==> config.mk <==
export PLATFORM = sky130hd
export DESIGN_NAME = mem_bus_arbiter
export DESIGN_NICKNAME = d
export VERILOG_FILES = /design/src/rtl/mem_arb_pkg.sv /design/src/rtl/ben2size.sv /design/src/rtl/mem_bus_arbiter.sv
export SDC_FILE = /design/constraint.sdc
export NUM_CORES = 1
export LEC_CHECK = 0
export CORE_MARGIN = 1
export CORE_UTILIZATION = 36
export DETAILED_ROUTE_END_ITERATION = 10
export PLACE_DENSITY_LB_ADDON = 0.25
export SLEW_MARGIN = 25
export SYNTH_ARGS = -nofsm -noshare
export SYNTH_HDL_FRONTEND = slang
export SYNTH_SLANG_ARGS = --single-unit
==> constraint.sdc <==
create_clock -name clk -period 1.7 [get_ports clk]
set_input_delay 0.17 -clock clk [delete_from_list [all_inputs] [get_ports clk]]
set_output_delay 0.17 -clock clk [all_outputs]
set_load 0.03 [all_outputs]
==> src/rtl/mem_arb_pkg.sv <==
// Shared definitions for the instruction/data memory bus arbiter.
//   arbState_t : arbiter FSM state encoding (IDLE is all-zero)
//   SZ_*       : sram-like bus transfer size codes
package mem_arb_pkg;

  typedef enum logic [2:0] {
    IDLE   = 3'd0,
    I_ADDR = 3'd1,
    I_DATA = 3'd2,
    D_ADDR = 3'd3,
    D_DATA = 3'd4,
    D_SKIP = 3'd5
  } arbState_t;

  localparam logic [1:0] SZ_BYTE = 2'b00;
  localparam logic [1:0] SZ_HALF = 2'b01;
  localparam logic [1:0] SZ_WORD = 2'b10;

endpackage

==> src/rtl/ben2size.sv <==
// Byte-enable to bus transfer size mapping (purely combinational).
//   ben  in  4 : byte-lane enable pattern of the data access
//   size out 2 : SZ_BYTE for a single lane, SZ_HALF for 0011/1100,
//                SZ_WORD for 1111 and every other pattern
module ben2size
  import mem_arb_pkg::*;
(
  input  logic [3:0] ben,
  output logic [1:0] size
);

  always_comb begin
    size = SZ_WORD;
    case (ben)
      4'b0001, 4'b0010, 4'b0100, 4'b1000: size = SZ_BYTE;
      4'b0011, 4'b1100:                   size = SZ_HALF;
      default:                            size = SZ_WORD;
    endcase
  end

endmodule

==> src/rtl/mem_bus_arbiter.sv <==
// Two-requester arbiter (instruction fetch, data access) onto a single
// sram-like master port, one bus transaction outstanding at a time.
//   clk, rst          : clock, synchronous active-high reset
//   inst_*            : fetch requester (word reads only)
//   data_*            : data requester (read/write, byte enables)
//   bus_*             : shared sram-like master port
//   arb_busy          : high whenever the FSM is not IDLE
//   dbgState          : current FSM state (debug observation)
//
// Handshake: a requester raises req with its fields and holds them until
// its data_ok pulse. Requests are only sampled in IDLE. On the bus side an
// address phase completes in the cycle bus_req && bus_addr_ok, and the data
// phase completes in the cycle bus_data_ok is seen in the matching DATA state.
module mem_bus_arbiter
  import mem_arb_pkg::*;
#(
  parameter bit DATA_FIRST = 1'b1
) (
  input  logic        clk,
  input  logic        rst,
  input  logic        inst_req,
  input  logic [31:0] inst_addr,
  output logic [31:0] inst_rdata,
  output logic        inst_data_ok,
  input  logic        data_req,
  input  logic        data_wr,
  input  logic [3:0]  data_ben,
  input  logic [31:0] data_addr,
  input  logic [31:0] data_wdata,
  output logic [31:0] data_rdata,
  output logic        data_data_ok,
  output logic        bus_req,
  output logic        bus_wr,
  output logic [1:0]  bus_size,
  output logic [31:0] bus_addr,
  output logic [3:0]  bus_wstrb,
  output logic [31:0] bus_wdata,
  input  logic        bus_addr_ok,
  input  logic        bus_data_ok,
  input  logic [31:0] bus_rdata,
  output logic        arb_busy,
  output logic [2:0]  dbgState
);

  arbState_t   state, stateNext;
  logic        lastWasData;
  logic        grantInst, grantData;
  logic [31:0] addrQ, wdataQ;
  logic        wrQ;
  logic [3:0]  benQ;
  logic [1:0]  dataSize;

  ben2size uBen2size (
    .ben  (benQ),
    .size (dataSize)
  );

  // Next state and grant decision. On a tie the requester that was not
  // granted last wins, which alternates service under constant contention.
  always_comb begin
    stateNext = state;
    grantInst = 1'b0;
    grantData = 1'b0;
    case (state)
      IDLE: begin
        if (inst_req && data_req) begin
          grantInst = lastWasData;
          grantData = !lastWasData;
        end else begin
          grantInst = inst_req;
          grantData = data_req;
        end
        if (grantInst)
          stateNext = I_ADDR;
        else if (grantData)
          stateNext = (data_ben != 4'b0000) ? D_ADDR : D_SKIP;
      end
      I_ADDR:  if (bus_addr_ok) stateNext = I_DATA;
      I_DATA:  if (bus_data_ok) stateNext = IDLE;
      D_ADDR:  if (bus_addr_ok) stateNext = D_DATA;
      D_DATA:  if (bus_data_ok) stateNext = IDLE;
      D_SKIP:  stateNext = IDLE;
      default: stateNext = IDLE;
    endcase
  end

  always_ff @(posedge clk) begin
    if (rst) begin
      state       <= IDLE;
      lastWasData <= !DATA_FIRST;
      addrQ       <= '0;
      wdataQ      <= '0;
      wrQ         <= 1'b0;
      benQ        <= '0;
    end else begin
      state <= stateNext;
      if (grantInst) begin
        lastWasData <= 1'b0;
        addrQ       <= inst_addr;
        wdataQ      <= '0;
        wrQ         <= 1'b0;
        benQ        <= '0;
      end else if (grantData) begin
        lastWasData <= 1'b1;
        addrQ       <= data_addr;
        wdataQ      <= data_wdata;
        wrQ         <= data_wr;
        benQ        <= data_ben;
      end
    end
  end

  // Outputs come only from state and latches; rst gates them so nothing
  // leaks out in the reset cycle itself, before the state register clears.
  always_comb begin
    bus_req      = 1'b0;
    bus_wr       = 1'b0;
    bus_size     = 2'b00;
    bus_addr     = '0;
    bus_wstrb    = 4'b0000;
    bus_wdata    = '0;
    inst_data_ok = 1'b0;
    inst_rdata   = '0;
    data_data_ok = 1'b0;
    data_rdata   = '0;
    if (!rst) begin
      case (state)
        I_ADDR: begin
          bus_req  = 1'b1;
          bus_size = SZ_WORD;
          bus_addr = addrQ;
        end
        I_DATA: begin
          inst_data_ok = bus_data_ok;
          inst_rdata   = bus_data_ok ? bus_rdata : 32'h0;
        end
        D_ADDR: begin
          bus_req   = 1'b1;
          bus_wr    = wrQ;
          bus_size  = dataSize;
          bus_addr  = addrQ;
          bus_wstrb = wrQ ? benQ : 4'b0000;
          bus_wdata = wdataQ;
        end
        D_DATA: begin
          data_data_ok = bus_data_ok;
          data_rdata   = bus_data_ok ? bus_rdata : 32'h0;
        end
        // Squashed access: acknowledge the requester without touching the bus.
        D_SKIP:  data_data_ok = 1'b1;
        default: ;
      endcase
    end
  end

  assign arb_busy = !rst && (state != IDLE);
  assign dbgState = rst ? 3'b000 : state;

endmodule

==> out/summary.md <==
For the buffer depth of the longest clock path, the log shows 2. Of all flip-flops after synthesis, the portion carrying an async set or reset was 0%. The H-tree generated during clock tree synthesis spans 3 levels.

For the number of antenna repair diodes, the log shows 0. Critical path data required time: 1.53 ns. The worst-case setup margin in the final layout came out at -0.2223 ns. In the layout the commonest cells are clkdlybuf4s50_1, buf_6, dfxtp_1, and2_1, and2_4. The final period demand of the worst path was 1.922 ns. The logs give 4134 um^2 for the synthesized area and 0.003850 uW for the leakage power.

The fraction of the yosys area taken by sequential cells was 35.35%; the pin count of the biggest net entering global routing was 39. Global routing used 26.78% of the available tracks. At the end of routability-driven placement, the weighted congestion stood at 0.8901. The number of slew-limit violations in the final report was 0; the initial standard-cell utilization of the core was 37.48%. After clock tree synthesis, the clock-pin slew on the worst setup and hold paths is 0.07 ns. Number of violations of the max-capacitance limit: 0. For this design the ratio of total power to cell area is 1289 nW/um^2. The total area inside the core boundary comes to 11030 um^2. The area added between synthesis and finish was 123.8%. Detailed routing inserted a total of 5138 vias. The flow ran to the end, but the final reports show violations. Worst-case headroom to the max-slew limit: 52.76%. Critical path endpoint category: a primary output. The arrival time of the worst setup path is 1.75 ns, and the final sum of negative setup slack is -26.44 ns.

The count of buffers added on input and output ports is 280. Setup violations remaining at the end of the flow were counted as 208. The worst setup path is launched from a register.

The number of DRC markers after the initial detailed-route iteration was 202; the global-route wire length before repair was 24.25 mm. The net count after synthesis is 644. From bottom edge to top edge, the die measures 109.2 um.

The checks that failed: negative setup slack. The HPWL after detailed placement is 10.61 mm. The count of flip-flops with a built-in enable after synthesis is 0, and the total clock buffers created by CTS is 9. Dividing the synthesized area by the synthesized cell count gives 8.186 um^2. The maximum clock rate is 520.2 MHz, and the maximum net fanout on the critical path is 15. The standard-cell row count was 38; the final clock skew was 0.008881 ns. During synthesis, Yosys emitted a total of 0 warnings. In the routed design, unresolved DRC markers number 0. The detailed-routing iteration count for the pre-antenna-repair pass was 4; the overall die area was 11920 um^2. Leaving out fill and tap cells, the most frequent cell in the layout is clkdlybuf4s50_1. The worst supply voltage drop on vdd is 0.9321 mV.

Traced cell by cell, the critical path runs through and2b_2, nor3b_4, buf_4, clkbuf_16, and2_2, buf_6. For this run the aggregate overflow at the end of global routing stands at 0. The total clock sinks is 73, and the number of unique standard cell types used by synthesis is 34. Setup repair after global routing could not meet its margin everywhere.

The most used flip-flop cell after synthesis was dfxtp_1. The routed via count divided by cell count was 5.275. Final core utilization: 83.88%. The tools report the clock root buffer as clkbuf_16. The flop-to-flop setup slack is -0.17 ns, and the highest cell delay on the worst timing path is 0.36 ns. The final-layout worst hold slack was 0.1775 ns.

In the final design database the tool counted 968 nets. Synthesis produced 505 cells. In this run, placement finished with an instance count of 907. The hold violation total from the final report is 0.

The number of synthesized register bits came out at 73. The number of antenna violations at the first check in global routing was 0; the final non-filler cell total was 974. The count of nets left with antenna violations once routing finished came out at 0.

In the final layout, the share of cells above drive strength 1 is 55.76%. The completed layout was analyzed and its total power is 11920 uW. Dividing the detail-routed wire length by the instance count gives 21.40 um. In this run the horizontal extent of the chip is 109.2 um. The type of the tightest min-delay check was input port to register.

TritonCTS built the clock tree. The number of primary I/O pins is 281. Pin slew with the least headroom to its limit: 0.7061 ns. The critical path is of the register to primary output type.

The wire length reported by the detailed router was 20.85 mm. The slowest library cell on the worst path is dfxtp_4. At the later pin of the worst-skew pair, clock insertion delay measures 0.35 ns. The number of global-route vias before repair was 4735; the portion of the clock cycle consumed by the worst path in the final layout was 113.1%.
-- where the power goes --
| group | internal [uW] | switching (uW) | leakage, uW |
|---|---|---|---|
| Combinational | 3670 | 3630 | 0.00310 |
| Sequential | 2260 | 447 | 0.000602 |
| Clock | 1030 | 887 | 0.000146 |
| Total | 6960 | 4960 | 0.00385 |
-- flip-flops by register name, indices dropped and copies added (netlist names) --
register     count
benQ             4
wrQ              1
state            3
wdataQ          32
lastWasData      1
addrQ           32
-- worst max-delay path: cells and delay by family (launching register included) --
kind / cells / cell delay, ns
and+or+nand+nor: 3 / 0.57
buffers and inverters: 3 / 0.47
DFF: 1 / 0.36
-- cell type report --
cell class | count | area, um^2
repair buffers | 352 | 3996
multi-input cells | 390 | 3303
fillers | 597 | 1778
flip-flops and latches | 73 | 1470
clock buffers | 9 | 225.2
well taps | 140 | 175.2
clock inverters | 7 | 71.32
inverters | 3 | 11.26
-- cells by family after synthesis --
family,count (synthesis),share of synthesized area [%]
AO/OA/AOI/OAI,81,16.07
XOR/XNOR,1,0.2119
buffers and inverters,43,5.660
flip-flops,73,35.35
multiplexers,1,0.2421
AND/OR/NAND/NOR,306,42.46
-- worst paths after layout --
path,from,endpoint,depth (start not counted)
min reg2reg,wdataQ[15],wdataQ[15],2
max reg2reg,state[2],addrQ[22],10
max,state[1],bus_wdata[30],6
min,rst,state[1],2
-- what timing repair did --
item | 4_1_cts | 5_1_grt
hold buffers | 0 | 0
buffers inserted | 13 | 17
gates resized for setup | 147 | 206
pin swaps | 14 | 88
cloned | 8 | 15
endpoints found under the setup margin | 170 | 210
-- per-layer routing --
| layer | up-vias | global-route usage (%) | wire length [um] |
|---|---|---|---|
| met4 | 0 | 10.91 | 919 |
| met1 | 2478 | 28.52 | 7459 |
| met3 | 76 | 7.711 | 1520 |
| li1 | 2334 | - | - |
| met5 | - | 0 | 0 |
| met2 | 250 | 49.06 | 10950 |
-- through the flow --
| step | setup slack, ns | instance area [um^2] |
|---|---|---|
| after CTS | -0.1925 | 8021 |
| final | -0.2223 | 9253 |
| after global routing | -0.2501 | 9253 |
| after floorplan | -0.01046 | 4207 |
| after global placement | -0.1710 | 6933 |
| after detailed placement | -0.2333 | 6933 |
-- synth_stat cells (2+ instances only) --
library cell,number,area (um^2)
inv_1,3,11.26
o22ai_1,3,18.77
nor2_1,43,161.4
nand2_1,75,281.5
dfxtp_1,73,1461
o22ai_2,30,375.4
and3_1,7,43.79
clkbuf_1,22,82.58
buf_12,3,60.06
buf_2,13,65.06
a21boi_0,2,15.01
nor3_1,5,25.02
nand2b_1,5,31.28
nor3_2,31,310.3
and2_1,129,807.0
nand3_1,4,20.02
a21oi_1,40,200.2
Note: power is estimated with default switching activity, not from simulation.
